===== src/rtl/ste_seg7_decode.sv =====
// ste_seg7_decode
//   Snoops a multiplexed, active-low 7-segment bus and rebuilds the four
//   displayed digits as nibbles plus dot bits. Dimming gaps, anode-switch
//   ghosting, multi-anode selects and unknown patterns are filtered out. A
//   digit is committed only after STABLE_SCANS identical samples.
//
//   Ports
//     clk        system clock
//     reset_i    asynchronous reset, active high
//     seg_i      segments {g,f,e,d,c,b,a}, active low
//     an_i       digit anodes, active low
//     dp_i       decimal point, active low
//     x_o        committed digits, digit k = x_o[4k+3:4k]
//     x_dp_o     committed dot per digit (1 = lit)
//     blank_o    committed digit is dark
//     err_o      last sample of the digit was an unknown pattern
//     valid_o    digit committed and not timed out
//     upd_pls_o  one-cycle pulse when any committed field changes
//
//   ste_seg7_digit (same file) holds the per-digit candidate, stability,
//   commit and timeout state; the top holds the synchronizer, the settle
//   counter and the pattern decoder shared by all digits.

module ste_seg7_digit #(
  parameter int STABLE_SCANS = 2,
  parameter int TO_W         = 20
) (
  input  logic       clk,
  input  logic       rst,
  input  logic       smp_i,        // a sample of this digit is taken this edge
  input  logic       smp_ok_i,     // sampled pattern was a known glyph
  input  logic [3:0] smp_nib_i,
  input  logic       smp_dp_i,
  input  logic       smp_blank_i,
  output logic [3:0] x_o,
  output logic       x_dp_o,
  output logic       blank_o,
  output logic       err_o,
  output logic       valid_o,
  output logic       chg_o         // commit this edge alters a committed field
);

  localparam logic [3:0]      SCANS  = 4'(STABLE_SCANS);
  localparam logic [TO_W-1:0] TO_MAX = '1;

  typedef struct packed {
    logic [3:0] nib;
    logic       dp;
    logic       blank;
  } dig_t;

  dig_t            smp;
  dig_t            cand_q, cand_d;
  dig_t            com_q, com_d;
  logic [3:0]      mcnt_q, mcnt_d;
  logic            pend_q, pend_d;   // candidate reached STABLE_SCANS at last sample
  logic            err_q, err_d;
  logic            valid_q, valid_d;
  logic [TO_W-1:0] to_q, to_d;

  assign smp = {smp_nib_i, smp_dp_i, smp_blank_i};

  always_comb begin
    cand_d  = cand_q;
    mcnt_d  = mcnt_q;
    pend_d  = 1'b0;
    err_d   = err_q;
    com_d   = com_q;
    valid_d = valid_q;
    to_d    = (to_q == TO_MAX) ? to_q : to_q + TO_W'(1);

    if (smp_i) begin
      to_d = '0;
      if (smp_ok_i) begin
        err_d = 1'b0;
        if (smp == cand_q) begin
          mcnt_d = (mcnt_q >= SCANS) ? SCANS : mcnt_q + 4'd1;
        end else begin
          cand_d = smp;
          mcnt_d = 4'd1;
        end
        // A saturated candidate re-commits on every matching sample; this is
        // what re-validates a digit that timed out without changing value.
        pend_d = (mcnt_d == SCANS);
      end else begin
        err_d  = 1'b1;
        mcnt_d = 4'd0;
      end
    end

    if (to_d == TO_MAX) valid_d = 1'b0;

    // Commit lands one edge after the sample edge. cand_q is still the value
    // that set pend_q, even if a new sample updates cand on this same edge.
    if (pend_q) begin
      com_d   = cand_q;
      valid_d = 1'b1;
    end
  end

  always_ff @(posedge clk or posedge rst) begin
    if (rst) begin
      cand_q  <= '0;
      mcnt_q  <= '0;
      pend_q  <= 1'b0;
      err_q   <= 1'b0;
      com_q   <= '0;
      valid_q <= 1'b0;
      to_q    <= '0;
    end else begin
      cand_q  <= cand_d;
      mcnt_q  <= mcnt_d;
      pend_q  <= pend_d;
      err_q   <= err_d;
      com_q   <= com_d;
      valid_q <= valid_d;
      to_q    <= to_d;
    end
  end

  assign chg_o   = pend_q && (cand_q != com_q);
  assign x_o     = com_q.nib;
  assign x_dp_o  = com_q.dp;
  assign blank_o = com_q.blank;
  assign err_o   = err_q;
  assign valid_o = valid_q;

endmodule

module ste_seg7_decode #(
  parameter int SYNC         = 1,
  parameter int SETTLE_CYC   = 4,
  parameter int STABLE_SCANS = 2,
  parameter int TO_W         = 20
) (
  input  logic        clk,
  input  logic        reset_i,
  input  logic [6:0]  seg_i,
  input  logic [3:0]  an_i,
  input  logic        dp_i,
  output logic [15:0] x_o,
  output logic [3:0]  x_dp_o,
  output logic [3:0]  blank_o,
  output logic [3:0]  err_o,
  output logic [3:0]  valid_o,
  output logic        upd_pls_o
);

  localparam int         NUM_DIG = 4;
  localparam logic [7:0] SET_MAX = 8'(SETTLE_CYC);
  localparam logic [7:0] SET_HIT = 8'(SETTLE_CYC - 1);

  // Input vector layout: {an[3:0], seg[6:0], dp}
  logic [11:0] raw_vec, in_vec;
  logic [11:0] prev_q;
  logic [7:0]  run_q, run_d;
  logic        upd_pls_q, upd_pls_d;

  logic [3:0]  an_n;      // active-high anode view
  logic [6:0]  pat;       // active-high segment view
  logic        legal;
  logic        smp;
  logic        dec_ok, dec_blank;
  logic [3:0]  dec_nib;

  logic [NUM_DIG-1:0][3:0] dig_x;
  logic [NUM_DIG-1:0]      dig_dp, dig_blank, dig_err, dig_valid, dig_chg;

  assign raw_vec = {an_i, seg_i, dp_i};

  generate
    if (SYNC != 0) begin : g_sync
      logic [11:0] s1_q, s2_q;
      always_ff @(posedge clk or posedge reset_i) begin
        if (reset_i) begin
          s1_q <= '0;
          s2_q <= '0;
        end else begin
          s1_q <= raw_vec;
          s2_q <= s1_q;
        end
      end
      assign in_vec = s2_q;
    end else begin : g_nosync
      assign in_vec = raw_vec;
    end
  endgenerate

  assign an_n = ~in_vec[11:8];
  assign pat  = ~in_vec[7:1];

  // Exactly one anode low; all-high (dimming gap) and multi-low are rejected.
  assign legal = (an_n != 4'd0) && ((an_n & (an_n - 4'd1)) == 4'd0);

  // run_d counts identical cycles minus one; it saturates above the hit
  // value so a long dwell yields exactly one sample.
  always_comb begin
    run_d = 8'd0;
    if (legal && (in_vec == prev_q))
      run_d = (run_q >= SET_MAX) ? SET_MAX : run_q + 8'd1;
  end

  assign smp = legal && (run_d == SET_HIT);

  always_comb begin
    dec_ok    = 1'b1;
    dec_blank = 1'b0;
    dec_nib   = 4'h0;
    case (pat)
      7'h3F: dec_nib = 4'h0;
      7'h06: dec_nib = 4'h1;
      7'h5B: dec_nib = 4'h2;
      7'h4F: dec_nib = 4'h3;
      7'h66: dec_nib = 4'h4;
      7'h6D: dec_nib = 4'h5;
      7'h7D: dec_nib = 4'h6;
      7'h07: dec_nib = 4'h7;
      7'h7F: dec_nib = 4'h8;
      7'h6F: dec_nib = 4'h9;
      7'h77: dec_nib = 4'hA;
      7'h7C: dec_nib = 4'hB;
      7'h39: dec_nib = 4'hC;
      7'h5E: dec_nib = 4'hD;
      7'h79: dec_nib = 4'hE;
      7'h71: dec_nib = 4'hF;
      7'h00: dec_blank = 1'b1;
      default: dec_ok = 1'b0;
    endcase
  end

  generate
    for (genvar k = 0; k < NUM_DIG; k++) begin : g_dig
      ste_seg7_digit #(
        .STABLE_SCANS (STABLE_SCANS),
        .TO_W         (TO_W)
      ) u_dig (
        .clk         (clk),
        .rst         (reset_i),
        .smp_i       (smp && an_n[k]),
        .smp_ok_i    (dec_ok),
        .smp_nib_i   (dec_nib),
        .smp_dp_i    (~in_vec[0]),
        .smp_blank_i (dec_blank),
        .x_o         (dig_x[k]),
        .x_dp_o      (dig_dp[k]),
        .blank_o     (dig_blank[k]),
        .err_o       (dig_err[k]),
        .valid_o     (dig_valid[k]),
        .chg_o       (dig_chg[k])
      );
    end
  endgenerate

  // Registered alongside the commit so the pulse and new values coincide.
  assign upd_pls_d = |dig_chg;

  always_ff @(posedge clk or posedge reset_i) begin
    if (reset_i) begin
      prev_q    <= '0;
      run_q     <= '0;
      upd_pls_q <= 1'b0;
    end else begin
      prev_q    <= in_vec;
      run_q     <= run_d;
      upd_pls_q <= upd_pls_d;
    end
  end

  assign x_o       = dig_x;
  assign x_dp_o    = dig_dp;
  assign blank_o   = dig_blank;
  assign err_o     = dig_err;
  assign valid_o   = dig_valid;
  assign upd_pls_o = upd_pls_q;

endmodule


===== config.mk =====
export PLATFORM = sky130hd
export DESIGN_NAME = ste_seg7_decode
export DESIGN_NICKNAME = d
export VERILOG_FILES = /design/src/rtl/ste_seg7_decode.sv
export SDC_FILE = /design/constraint.sdc
export NUM_CORES = 1
export LEC_CHECK = 0
export ABC_AREA = 1
export BUFFER_PORTS_ARGS = -buffer_cell sky130_fd_sc_hd__buf_2
export CAP_MARGIN = 30
export CELL_PAD_IN_SITES_DETAIL_PLACEMENT = 2
export CELL_PAD_IN_SITES_GLOBAL_PLACEMENT = 2
export CORE_AREA = 3 3 170 188
export DETAILED_ROUTE_END_ITERATION = 6
export DIE_AREA = 0 0 173 191
export GPL_TIMING_DRIVEN = 1
export PLACE_DENSITY_LB_ADDON = 0.1
export SLEW_MARGIN = 20
export SYNTH_ARGS = -nofsm -noshare
export SYNTH_HDL_FRONTEND = slang
export SYNTH_SLANG_ARGS = --single-unit

===== constraint.sdc =====
create_clock -name clk -period 6.2 [get_ports clk]
set_clock_uncertainty 0.2 [all_clocks]
set_input_delay 0 -clock clk [delete_from_list [all_inputs] [get_ports clk]]
set_output_delay 0 -clock clk [all_outputs]
set_load 0.02 [all_outputs]

==> impl_results.md, run 1 <==
- Congestion Overflow GR: 0
- Routed wire length: ~35000 µm
- Number of maximum-capacitance constraint violations: 0
- # IOs: 47
- Clock slew seen by the registers of the worst setup and hold paths: ~0.060 ns
- Average detailed-routed wire length per instance: 17.44 µm
- Insertion delay of the later-clocked pin in the worst-skew pair: between 0.5 and 0.6 ns
- Leakage power summed over all cells: a little under 0.007 µW
- HP Start: g_sync.s1_q[8]
- # rows: 67
- Die ar.: around 33000 µm²
- CTS Buffer Depth: 3
- Wire length of the first global-routing pass: 57710 µm
- R2R Path End: g_dig[0].u_dig.cand_q[1]
- Initial antenna violation count: 0
- Post-Syn Instances: ~1.5k
- Overall track demand over capacity in global routing: 0.2136
- Number of synthesized register bits: 201
- Peak ir drop on the vdd network: 0.1946 mV
- Number of remaining DRC errors: 0
- Synth Area per Inst: between 7 and 8 µm²
- Slew at the pin closest to its max-slew limit: around 0.75 ns
- Post-detailed-route count of antenna-violating nets: 0
- Mapped Area: around 11000 µm²
- Layout cells sized above 1: 0.09790
- Total negative setup slack: 0 ns
- Data required, critical path: 6.38 ns
- Pin count of the biggest net entering global routing: about 130
- Weighted congestion reported at the end of routability-driven placement: 0.8397
- Initial Util: 0.3653
- Vias in the first global route: ~11k
- Layout Area Growth over Synthesis: 14.80%
- Root Buffer: sky130_fd_sc_hd__clkbuf_16
- R2R Setup Slk: around 3.3 ns
- Leading cell type in the layout, fill and taps excluded: sky130_fd_sc_hd__nand2_1
- TritonCTS clock tree: yes
- Net count of the finished layout: 1583
- Number of buffers added on ports: between 40 and 50
- Hold crit path type: reg -> reg
- Worst Hold Endpoint: g_sync.s2_q[8]
- Final hold violations: 0
- Status: completed
- Number of max-slew violations in the final report: 0
- First-pass DRT Iterations: 4
- Power Dens Cells: approximately 220 nW/µm²
- Critical path startpoint category: flip-flop
- WP data arrival: about 3.1 ns
- Setup repair after global routing missed its margin: false
- Number of gates resized after cts: 0
- Endpoint kind of the worst setup timing path: flip-flop
- Count of antenna diodes in the layout: 0
- Relative slew margins: 0.4925
- Core region area: between 30000 and 40000 µm²
- Critical register-to-register path startpoint: run_q[0]
- Final Critical Period: 2.898 ns
- Number of stages on the worst hold path: 0
- Final clock period utilization by the worst path: 0.4675
- Post-DR vias/cell: between 4 and 5
- CTS buffer count: 24
- Width of the die: around 170 µm
- CTS H-tree depth: 1
- Worst Setup Path Type: reg -> reg
- Clk sink count: roughly 200
- Number of cells on the worst reg-to-reg path: 11
- Detail Placement HPWL: 25430 µm
- Crit Path Max Fanout: 27
- Total number of vias: around 10k
- Seq/Total Area, Yosys: 0.4537
- Yosys warnings: 0
- Synth unique cells: 46
- Most frequent cells in the layout: sky130_fd_sc_hd__nand2_1, sky130_fd_sc_hd__inv_1, sky130_fd_sc_hd__dfrtp_1, sky130_fd_sc_hd__nor2_1, sky130_fd_sc_hd__nand3_1
- First DRT Iteration DRCs: 347
- Y dimension of the die: approximately 190 µm
- Util after Layout: 0.4194
- Upper clock frequency limit: roughly 0.35 GHz
- Count of final setup violators: 0
## report_power, final
group          leakage, µW  internal [µW]  switching, µW  total (µW)
clock             0.000372            819            581        1400
sequential         0.00266           1330           15.6        1340
combinational      0.00389           38.2           80.6         119
## per-stage QoR
step	std cells	power, µW	setup WS (ns)	hold WS [ns]	instance area (µm²)
after CTS	1985	2910	3.245	0.08129	12690
after global placement	1915	1466	3.368	-0.09181	11640
after detailed placement	1916	1471	3.284	-0.09055	11660
final	1987	2860	3.302	0.1486	12730
after floorplan	1491	1433	0.5176	-0.1686	11100
after global routing	1987	2983	3.054	0.1535	12730
## worst max path at each step
stage / from / to / cells past startpoint
5_1_grt: run_q[0] / g_dig[1].u_dig.cand_q[1] / 11
2_1_floorplan: reset_i / g_dig[0].u_dig.blank_o / 1
3_3_place_gp: run_q[4] / g_dig[1].u_dig.cand_q[1] / 10
3_5_place_dp: run_q[4] / g_dig[1].u_dig.cand_q[1] / 10
6_report: run_q[0] / g_dig[0].u_dig.cand_q[1] / 11
4_1_cts: run_q[0] / g_dig[0].u_dig.cand_q[1] / 11
## cell type report
class | instances | area, µm²
sequential | 201 | 5030
tap | 414 | 518.0
clock buffer | 35 | 693.2
clock inverter | 9 | 81.33
fill | 3599 | 17620
timing repair buffer | 75 | 553.0
inverter | 255 | 964.7
multi-input combinational | 998 | 4886
## per-layer routing
layer	vias up	part of all wire	global-route usage
met5	-	0	0
met4	0	0.017	0.04523
met3	38	0.022	0.02265
met2	76	0.55	0.4252
met1	4917	0.41	0.2454
li1	4741	-	-
## Yosys cell counts, drive strengths merged
| cell type | number | area [µm²] |
|---|---|---|
| a21oi | 17 | 103.9 |
| a31oi | 2 | 12.51 |
| nor4 | 5 | 31.28 |
| buf | 27 | 190.2 |
| o22ai | 17 | 106.4 |
| nor3 | 23 | 140.1 |
| o21bai | 2 | 15.01 |
| o2111ai | 1 | 8.760 |
| nand3b | 7 | 52.55 |
| ha | 14 | 175.2 |
| a21boi | 1 | 7.510 |
| nor3b | 1 | 7.510 |
| nand4 | 35 | 279.0 |
| o211ai | 3 | 22.52 |
| conb | 1 | 3.750 |
| dfrtp | 201 | 5030 |
| inv | 250 | 938.4 |
| nand3 | 92 | 485.5 |
| a211oi | 4 | 30.03 |
| xor2 | 29 | 254.0 |
| o21ai | 80 | 400.4 |
| or2 | 3 | 18.77 |
| nor2 | 143 | 613.1 |
| nand2 | 487 | 1878 |
| and2 | 1 | 6.260 |
| and3 | 2 | 12.51 |
| a221oi | 3 | 26.28 |
| o31ai | 3 | 22.52 |
| clkinv | 5 | 18.77 |
| xnor2 | 18 | 157.7 |
| clkbuf | 10 | 37.54 |
## critical path, cell delays in order (launching register included)
cell and delay [ns]:
sky130_fd_sc_hd__dfrtp_1 0.40, sky130_fd_sc_hd__inv_1 0.10, sky130_fd_sc_hd__ha_1 0.33, sky130_fd_sc_hd__inv_1 0.07, sky130_fd_sc_hd__nor2_2 0.44, sky130_fd_sc_hd__nand4_4 0.48
sky130_fd_sc_hd__clkinv_1 0.18, sky130_fd_sc_hd__nand2_2 0.13, sky130_fd_sc_hd__inv_2 0.12, sky130_fd_sc_hd__nand2_2 0.13, sky130_fd_sc_hd__nand2_1 0.10, sky130_fd_sc_hd__o21ai_1 0.07
## registers in the layout, indices dropped and copies added (netlist names)
register,flops
g_dig.u_dig.cand_q,24
g_dig.u_dig.x_dp_o,4
g_dig.u_dig.valid_o,4
run_q,8
g_dig.u_dig.to_q,80
g_dig.u_dig.pend_q,4
upd_pls_o,1
g_dig.u_dig.x_o,16
g_dig.u_dig.blank_o,4
g_sync.s2_q,12
g_dig.u_dig.mcnt_q,16
prev_q,12
g_sync.s1_q,12
g_dig.u_dig.err_o,4
## repair_timing
item | CTS | global route
endpoints found under the hold margin | 142 | 68
hold buffers | 25 | 1
buffers inserted | 0 | 0
## cell families (layout without fill, tap and decap cells)
group | after synthesis | count (layout) | synth area share
simple gates | 799 | 799 | 0.3179
fa+ha+maj | 14 | 14 | 0.01580
flops | 201 | 201 | 0.4537
xor+xnor | 47 | 47 | 0.03713
other cells | 1 | 5 | 0.0003383
buf+inv | 292 | 374 | 0.1069
compound gates | 133 | 133 | 0.06817
(Power assumes the default switching activity.)
==> inputs of run 2 (changes only) <==
--- a/config.mk
+++ b/config.mk
@@ -5,14 +5,14 @@
 export SDC_FILE = /design/constraint.sdc
 export NUM_CORES = 1
 export LEC_CHECK = 0
-export ABC_AREA = 1
+export ABC_AREA = 0
 export BUFFER_PORTS_ARGS = -buffer_cell sky130_fd_sc_hd__buf_2
 export CAP_MARGIN = 30
 export CELL_PAD_IN_SITES_DETAIL_PLACEMENT = 2
 export CELL_PAD_IN_SITES_GLOBAL_PLACEMENT = 2
-export CORE_AREA = 3 3 170 188
+export CORE_AREA = 3 3 158 175
 export DETAILED_ROUTE_END_ITERATION = 6
-export DIE_AREA = 0 0 173 191
+export DIE_AREA = 0 0 161 178
 export GPL_TIMING_DRIVEN = 1
 export PLACE_DENSITY_LB_ADDON = 0.1
 export SLEW_MARGIN = 20
==> constraint.sdc (replaced) <==
create_clock -name clk -period 2.7 [get_ports clk]
set_clock_uncertainty 0.2 [all_clocks]
set_input_delay 0 -clock clk [delete_from_list [all_inputs] [get_ports clk]]
set_output_delay 0 -clock clk [all_outputs]
set_load 0.02 [all_outputs]
==> run 2 against run 1 <==
The run now ends with negative setup slack left. Die area fell by 13%. Critical path depth fell by 1. Combinational power rose to 3.4 times the previous value. Design area rose by 9.0%. Cell count fell by 18%. Register-to-register slack got worse by 3.6 ns. Setup slack got worse by 3.6 ns. Via count fell by 5.8%. First-iteration DRC count rose by 31%. Flip-flop and latch count did not move. Critical path type unchanged. Highest routed layer unchanged.
==> impl_results.md, run 2 <==
- Status: finished with violations
- Pin count of the biggest net entering global routing: 47 (-64%)
- Seq/Total Area, Yosys: 0.4882 (+0.03444)
- Most frequent cells in the layout: sky130_fd_sc_hd__dfrtp_1, sky130_fd_sc_hd__buf_4, sky130_fd_sc_hd__nor2_1, sky130_fd_sc_hd__nand2_1, sky130_fd_sc_hd__xor2_1
- Hold crit path type: reg -> reg
- Buffers and inverters on the worst path: 3 (-1)
- Layout cells sized above 1: 0.3078 (+0.2099)
- First DRT Iteration DRCs: 454 (+31%)
- Top FF cell, synth: sky130_fd_sc_hd__dfrtp_1
- Post-synth top cells: sky130_fd_sc_hd__dfrtp_1, sky130_fd_sc_hd__nor2_1, sky130_fd_sc_hd__nand2_1
- # rows: 62 (-7.5%)
- Mapped Area: 10300 µm² (-7.1%)
- Critical-path top delay cell: sky130_fd_sc_hd__dfrtp_1
- Hold_ws: 0.1509 ns (+0.002280 ns)
- # IOs: 47 (unchanged)
- Initial Util: 0.3953 (+0.03000)
- Dominant cell by count in the synthesized netlist: sky130_fd_sc_hd__dfrtp_1
- Gate power share: 0.058 (+0.016)
- TritonCTS clock tree: yes
- Slew at the pin closest to its max-slew limit: 0.9348 ns (+0.1805 ns)
- Worst Setup Path Type: reg -> reg
- CTS H-tree depth: 1 (unchanged)
- Final Cell Area: 13870 µm² (+9.0%)
- Relative slew margins: 0.3710 (-0.1215)
- Final clock period utilization by the worst path: 1.093 (+0.6260)
- Count of final setup violators: 30 (+30)
- Util after Layout: 0.5320 (+0.1126)
- Synth Area per Inst: 9.974 µm² (+34%)
- Number of max-slew violations in the final report: 0 (unchanged)
- Cells along the critical path: buf_6 -> nor2_1 -> a2111oi_4 -> buf_4 -> nor3_4 -> buf_12 -> mux2i_1 -> o2111ai_2 -> and3b_2 -> mux2_4
- Weighted congestion reported at the end of routability-driven placement: 0.8316 (-0.96%)
- Post-Syn Instances: 1033 (-31%)
- Layout Area Growth over Synthesis: 34.57%
- Violations in the final reports: negative setup slack
- Clock slew seen by the registers of the worst setup and hold paths: 0.07 ns (about the same)
- Register with the most flip-flops: g_dig.u_dig.to_q
- Insertion delay of the later-clocked pin in the worst-skew pair: 0.53 ns (about the same)
- Routed wire length: 40690 µm (+17%)
- Cell Area, Placed: 11850 µm² (+1.6%)
- Area fraction of the dominant cell type after synthesis: 0.4882 (+0.03444)
- Data required, critical path: 2.91 ns (-3.47 ns)
- Clk sink count: 201 (unchanged)
- Yosys warnings: 0 (unchanged)
- Post-DR vias/cell: 5.643 (+15%)
- CTS buffer count: 24 (unchanged)
- Count of antenna diodes in the layout: 0 (unchanged)
- Upper clock frequency limit: 0.3387 GHz (-1.8%)
- Setup repair after global routing missed its margin: true
- Post-synth EDFFs: 0 (unchanged)
- Overall track demand over capacity in global routing: 0.2303 (+0.01664)
- Core region area: 26070 µm² (-14%)
- Peak ir drop on the vdd network: 0.5181 mV (+170%)
- Switching component of the power: 1674 µW (+150%)
- Synth unique cells: 70 (+52%)
- Number of remaining DRC errors: 0 (unchanged)
- WP data arrival: 3.16 ns (+0.08 ns)
- Switching Fraction: 0.2421 (+0.005237)
- Power Dens Cells: 498.6 nW/µm² (+120%)
- Leakage power summed over all cells: 0.006259 µW (-9.5%)
- Worst path max stage delay: 0.43 ns (-0.05 ns)
- Simple-gate portion of the synthesized area: 0.2294 (-0.08856)
- Initial antenna violation count: 0 (unchanged)
- Width of the die: 161 µm (-6.9%)
- Net count of the finished layout: 1290 (-19%)
- Regs by FF count: g_dig.u_dig.to_q x80, g_dig.u_dig.cand_q x24
- Number of flip-flops in the largest register: 80 (unchanged)
- Inst Count DP: 1524 (-20%)
- Largest area contributor in the netlist: sky130_fd_sc_hd__dfrtp_1
- Detail Placement HPWL: 22130 µm (-13%)
- Internal power: 5240 µW (+140%)
- Final Critical Period: 2.952 ns (+0.05410 ns)
- Overall power: 6914 µW (+140%)
- Die ar.: 28660 µm² (-13%)
- Root Buffer: sky130_fd_sc_hd__clkbuf_16
- Combinational family with the most area after synthesis: simple AND/OR/NAND/NOR gates
- Critical path startpoint category: flip-flop
- Compound-Gate Fraction of Synth Area: 0.08998 (+0.02181)
- Crit-path leading delay family: simple AND/OR/NAND/NOR gates
- Crit Path Max Fanout: 8 (-70%)
- Number of cells in the finished layout apart from fillers: 1632 (-18%)
- Adder-cell area share of the yosys netlist: 0.01700 (+0.001199)
- Portion of total power attributed to the clock network: 0.497 (+0.007)
- Endpoint kind of the worst setup timing path: flip-flop
- Leading cell type in the layout, fill and taps excluded: sky130_fd_sc_hd__dfrtp_1
- Average detailed-routed wire length per instance: 24.93 µm (+43%)
- Total number of vias: 9210 (-5.8%)
- Number of maximum-capacitance constraint violations: 0 (unchanged)
- Synth Area in XOR/XNOR: 0.09095 (+0.05382)
- Synth top area cells: sky130_fd_sc_hd__dfrtp_1, sky130_fd_sc_hd__xor2_1, sky130_fd_sc_hd__nor2_1
- Number of synthesized register bits: 201 (unchanged)
- Final worst setup slack: -0.2524 ns (-3.554 ns)
- Y dimension of the die: 178 µm (-6.8%)
- Final hold violations: 0 (unchanged)
- Post-detailed-route count of antenna-violating nets: 0 (unchanged)
- First-pass DRT Iterations: 5 (+1)
- Proportion of register bits with asynchronous set or reset after synthesis: 1.000 (unchanged)
- Fraction of power consumed by sequential logic: 0.445 (-0.024)
- Number of buffers added on ports: 46 (unchanged)
- Congestion Overflow GR: 0 (unchanged)
- Mux contribution to synthesized area: 0.04614 (+0.04614)
- CTS Buffer Depth: 3 (unchanged)
- Wire length of the first global-routing pass: 53700 µm (-6.9%)
- Vias in the first global route: 9732 (-12%)
run 2: cell types whose count changed in the layout (fill, tap and decap cells not counted), moves of 15 or more:
cell and delta:
sky130_fd_sc_hd__mux2_2 +24, sky130_fd_sc_hd__inv_1 -215, sky130_fd_sc_hd__nand2_1 -399, sky130_fd_sc_hd__mux2i_1 +15, sky130_fd_sc_hd__o21ai_1 -19, sky130_fd_sc_hd__xnor2_1 +30, sky130_fd_sc_hd__inv_2 -17, sky130_fd_sc_hd__buf_4 +164
sky130_fd_sc_hd__nand3_1 -42, sky130_fd_sc_hd__o21ai_0 -20, sky130_fd_sc_hd__xor2_1 +20
run 2: power by group through the flow:
| stage | combinational, µW | clock [µW] | sequential (µW) |
|---|---|---|---|
| floorplan | 154 | 0 | 3110 |
| global placement | 261 | 0 | 3120 |
| detailed placement | 269 | 0 | 3120 |
| CTS | 316 | 3440 | 3070 |
| global route | 431 | 3640 | 3080 |
| finish | 404 | 3440 | 3070 |
run 2: stage by stage:
stage / setup WS, ns / setup TNS [ns]
2_1_floorplan: -0.1023 / -20.57
3_3_place_gp: -0.07163 / -0.1165
3_5_place_dp: -0.1264 / -1.548
4_1_cts: -0.01627 / -0.01627
5_1_grt: -0.3101 / -7.324
6_report: -0.2524 / -3.410
run 2: cells by family after synthesis:
group	count (synthesis)
simple gates	452
flops	201
compound gates	137
xor+xnor	107
buf+inv	77
mux	44
fa+ha+maj	14
other cells	1
run 2: path summary, 6_finish.rpt:
path / endpoint / start / cells past startpoint / slack [ns]
max: g_dig[2].u_dig.cand_q[0] / g_sync.s2_q[1] / 10 / -0.25
min: g_sync.s2_q[10] / g_sync.s1_q[10] / 0 / 0.15
max reg2reg: g_dig[2].u_dig.cand_q[0] / g_sync.s2_q[1] / 10 / -0.25
min reg2reg: g_sync.s2_q[10] / g_sync.s1_q[10] / 0 / 0.15
max in group asynchronous: g_dig[2].u_dig.x_o[0] / reset_i / 6 / 1.19
min in group asynchronous: g_dig[3].u_dig.err_o / reset_i / 4 / 0.36
run 2: routing by layer:
layer,up-vias,part of all wire,track usage
li1,4114,-,-
met1,4830,0.39,0.2967
met2,180,0.54,0.4189
met3,86,0.032,0.02810
met4,0,0.037,0.04661
met5,-,0,0
run 2: cell type report:
cell class / count / area (µm²)
clock buffers: 36 / 716.9
clock inverters: 8 / 102.6
fillers: 2617 / 12200
inverters: 18 / 71.32
multi-input cells: 759 / 5441
flip-flops and latches: 201 / 5039
well taps: 352 / 440.4
repair buffers: 258 / 2054
run 2: timing repair:
| action | CTS | global route |
|---|---|---|
| gates cloned | 0 | 1 |
| gates resized for setup | 24 | 94 |
| hold buffers | 25 | 1 |
| endpoints found under the hold margin | 191 | 3 |
| setup endpoints to repair | 48 | 63 |
| pin swaps | 12 | 42 |
| buffers inserted | 7 | 30 |
==> inputs of run 3 (changes only) <==
--- a/config.mk
+++ b/config.mk
@@ -8,13 +8,14 @@
 export ABC_AREA = 0
 export BUFFER_PORTS_ARGS = -buffer_cell sky130_fd_sc_hd__buf_2
 export CAP_MARGIN = 30
-export CELL_PAD_IN_SITES_DETAIL_PLACEMENT = 2
-export CELL_PAD_IN_SITES_GLOBAL_PLACEMENT = 2
-export CORE_AREA = 3 3 158 175
+export CELL_PAD_IN_SITES_DETAIL_PLACEMENT = 1
+export CELL_PAD_IN_SITES_GLOBAL_PLACEMENT = 1
+export CORE_AREA = 3 3 143 159
 export DETAILED_ROUTE_END_ITERATION = 6
-export DIE_AREA = 0 0 161 178
+export DIE_AREA = 0 0 146 162
 export GPL_TIMING_DRIVEN = 1
 export PLACE_DENSITY_LB_ADDON = 0.1
+export RECOVER_POWER = 100
 export SLEW_MARGIN = 20
 export SYNTH_ARGS = -nofsm -noshare
 export SYNTH_HDL_FRONTEND = slang
==> run 3 against run 2 <==
The run ends with negative hold slack, negative setup slack left. Count of clock-buffer cells in the layout is 8 lower. Cell count shrank 7.0%. First-iteration DRC count decreased by 22%. Sequential share of layout area rose by 1.9 points. Combinational power shrank 17%. Global-route usage rose by 0.43 points. Critical endpoint is now g_dig[0].u_dig.cand_q[0]. Highest routed layer unchanged.
==> impl_results.md, run 3 (synthesis results as in run 2) <==
- Clk sink count: 201 (unchanged)
- # rows: 56 (-9.7%)
- Met3 wire len: 784 µm (-39%)
- Count of final setup violators: 6 (-80%)
- Metal-1 WL: 12530 µm (-22%)
- Violations in the final reports: negative hold slack, negative setup slack
- Clock slew seen by the registers of the worst setup and hold paths: 0.06 ns (about the same)
- Congestion Overflow GR: 0 (unchanged)
- Data required, critical path: 2.89 ns (-0.02 ns)
- First-pass DRT Iterations: 4 (-1)
- Routed wire length: 28850 µm (-29%)
- Fraction of power consumed by sequential logic: 0.445 (about the same)
- Inst Count DP: 1434 (-5.9%)
- Switching component of the power: 1491 µW (-11%)
- Portion of total power attributed to the clock network: 0.507 (+0.010)
- Critical-path top delay cell: sky130_fd_sc_hd__dfrtp_2
- Gate power share: 0.048 (-0.010)
- Final worst setup slack: -0.05941 ns (+0.1930 ns)
- Layout cells sized above 1: 0.2592 (-0.04864)
- Hold_ws: -0.008943 ns (-0.1598 ns)
- Pin count of the biggest net entering global routing: 68 (+45%)
- Relative slew margins: 0.4400 (+0.06891)
- Initial antenna violation count: 0 (unchanged)
- # IOs: 47 (unchanged)
- Insertion delay of the later-clocked pin in the worst-skew pair: 0.52 ns (about the same)
- Hold crit path type: in -> async
- Leading cell type in the layout, fill and taps excluded: sky130_fd_sc_hd__dfrtp_1
- Net count of the finished layout: 1238 (-4.0%)
- Y dimension of the die: 162 µm (-9.0%)
- Number of max-slew violations in the final report: 0 (unchanged)
- Cell with the most instances on the worst path: sky130_fd_sc_hd__buf_4
- Internal power: 5408 µW (+3.2%)
- WP data arrival: 2.95 ns (-0.21 ns)
- Filler cell count in the final layout: 2277 (-13%)
- Die ar.: 23650 µm² (-17%)
- CTS buffer count: 23 (-4.2%)
- Slew at the pin closest to its max-slew limit: 0.8383 ns (-0.09651 ns)
- Highest routed layer: met4
- Met2 routed WL: 14890 µm (-32%)
- Vias in the first global route: 9168 (-5.8%)
- Worst Setup Path Type: reg -> reg
- Total number of vias: 8480 (-7.9%)
- WP depth: 9 (-1)
- Post-detailed-route count of antenna-violating nets: 0 (unchanged)
- Crit-path leading delay family: simple AND/OR/NAND/NOR gates
- Upper clock frequency limit: 0.3624 GHz (+7.0%)
- Register with the most flip-flops: g_dig.u_dig.to_q
- Initial Util: 0.4853 (+0.09002)
- Count of antenna diodes in the layout: 0 (unchanged)
- Cells along the critical path: buf_4 -> buf_4 -> xor2_1 -> nor4_1 -> nand4_1 -> nor3_2 -> nand2_1 -> a21oi_2 -> mux2_1
- Detail Placement HPWL: 19170 µm (-13%)
- CTS Buffer Depth: 3 (unchanged)
- Number of cells in the finished layout apart from fillers: 1517 (-7.0%)
- Final hold violations: 14 (+14)
- Crit Path Max Fanout: 3 (-5)
- Wire length of the first global-routing pass: 46310 µm (-14%)
- Endpoint kind of the worst setup timing path: flip-flop
- Critical path startpoint category: flip-flop
- Switching Fraction: 0.2161 (-0.02598)
- Peak ir drop on the vdd network: 0.4553 mV (-12%)
- Number of maximum-capacitance constraint violations: 0 (unchanged)
- Final clock period utilization by the worst path: 1.022 (-0.07148)
- Overall track demand over capacity in global routing: 0.2346 (+0.004343)
- Setup repair after global routing missed its margin: true
- Status: finished with violations
- Power Dens Cells: 523.3 nW/µm² (+5.0%)
- Number of buffers added on ports: 46 (unchanged)
- TritonCTS clock tree: yes
- First DRT Iteration DRCs: 355 (-22%)
- Regs by FF count: g_dig.u_dig.to_q x80, g_dig.u_dig.cand_q x24
- CTS H-tree depth: 1 (unchanged)
- Core region area: 21230 µm² (-19%)
- Layout Area Growth over Synthesis: 27.94%
- Final Critical Period: 2.759 ns (-0.1930 ns)
- Number of remaining DRC errors: 0 (unchanged)
- Average detailed-routed wire length per instance: 19.02 µm (-24%)
- Leakage power summed over all cells: 0.005945 µW (-5.0%)
- Weighted congestion reported at the end of routability-driven placement: 0.8766 (+5.4%)
- Width of the die: 146 µm (-9.3%)
- Post-DR vias/cell: 5.590 (-0.95%)
- Buffers and inverters on the worst path: 2 (-1)
- Most frequent cells in the layout: sky130_fd_sc_hd__dfrtp_1, sky130_fd_sc_hd__nor2_1, sky130_fd_sc_hd__buf_4, sky130_fd_sc_hd__nand2_1, sky130_fd_sc_hd__xor2_1
- Total negative setup slack: -0.1493 ns (+3.261 ns)
- Root Buffer: sky130_fd_sc_hd__clkbuf_16
- Number of flip-flops in the largest register: 80 (unchanged)
- Number of cells on the worst reg-to-reg path: 9 (-1)
- Worst path max stage delay: 0.41 ns (-0.02 ns)
run 3: through the flow:
| step | area, µm² | power [µW] | utilization | worst slack, ns |
|---|---|---|---|---|
| final | 13180 | 6899 | 0.6209 | -0.05941 |
| after global routing | 13180 | 7162 | 0.6209 | -0.1138 |
| after detailed placement | 11580 | 3375 | 0.5453 | -0.09545 |
| after CTS | 12770 | 6936 | 0.6017 | 0.001494 |
| after global placement | 11580 | 3369 | 0.5453 | -0.003874 |
| after floorplan | 10320 | 3267 | - | -0.1023 |
run 3: metal layers:
layer  GRT usage  vias up
li1            -     4010
met1      0.2993     4318
met2      0.4248      103
met3     0.03069       49
met4     0.05988        0
met5           0        -
run 3: worst paths after layout:
kind / slack [ns] / to / from
max in group asynchronous: 1.49 / g_sync.s2_q[6] / reset_i
min in group clk: 0.14 / g_sync.s2_q[9] / g_sync.s1_q[9]
worst min register to register: 0.14 / g_sync.s2_q[9] / g_sync.s1_q[9]
worst max-delay path: -0.06 / g_dig[0].u_dig.cand_q[0] / g_sync.s2_q[6]
worst max register to register: -0.06 / g_dig[0].u_dig.cand_q[0] / g_sync.s2_q[6]
worst min-delay path: -0.009 / g_dig[3].u_dig.to_q[17] / reset_i
run 3: what timing repair did:
action	CTS	global route
buffers inserted	2	13
gates resized for setup	12	61
pin swaps	5	21
hold endpoints to repair	88	0
hold buffers	25	0
setup endpoints to repair	7	69
cloned	0	1
run 3: worst register-to-register path: cells and delay by family (launching register included):
kind	cells	cell delay, ns
AOI/OAI and AO/OA	1	0.19
buffers and inverters	2	0.29
muxes	1	0.37
xor gates and xnor gates	1	0.19
and+or+nand+nor	4	1.01
DFF	1	0.41
run 3: cell type report:
| type | count | area [µm²] | area share |
|---|---|---|---|
| clock buffers | 28 | 624.3 | 0.04736 |
| clock inverters | 14 | 231.5 | 0.01756 |
| inverters | 18 | 71.32 | 0.005410 |
| multi-input cells | 759 | 5230 | 0.3967 |
| flip-flops and latches | 201 | 5035 | 0.3819 |
| well taps | 290 | 362.8 | 0.02752 |
| repair buffers | 207 | 1628 | 0.1235 |
run 3: power groups by stage:
| stage | sequential [µW] | combinational, µW | clock (µW) |
|---|---|---|---|
| final | 3070 | 335 | 3490 |
| after floorplan | 3110 | 154 | 0 |
| after detailed placement | 3120 | 251 | 0 |
| after CTS | 3070 | 292 | 3580 |
| after global placement | 3120 | 247 | 0 |
| after global routing | 3070 | 364 | 3730 |
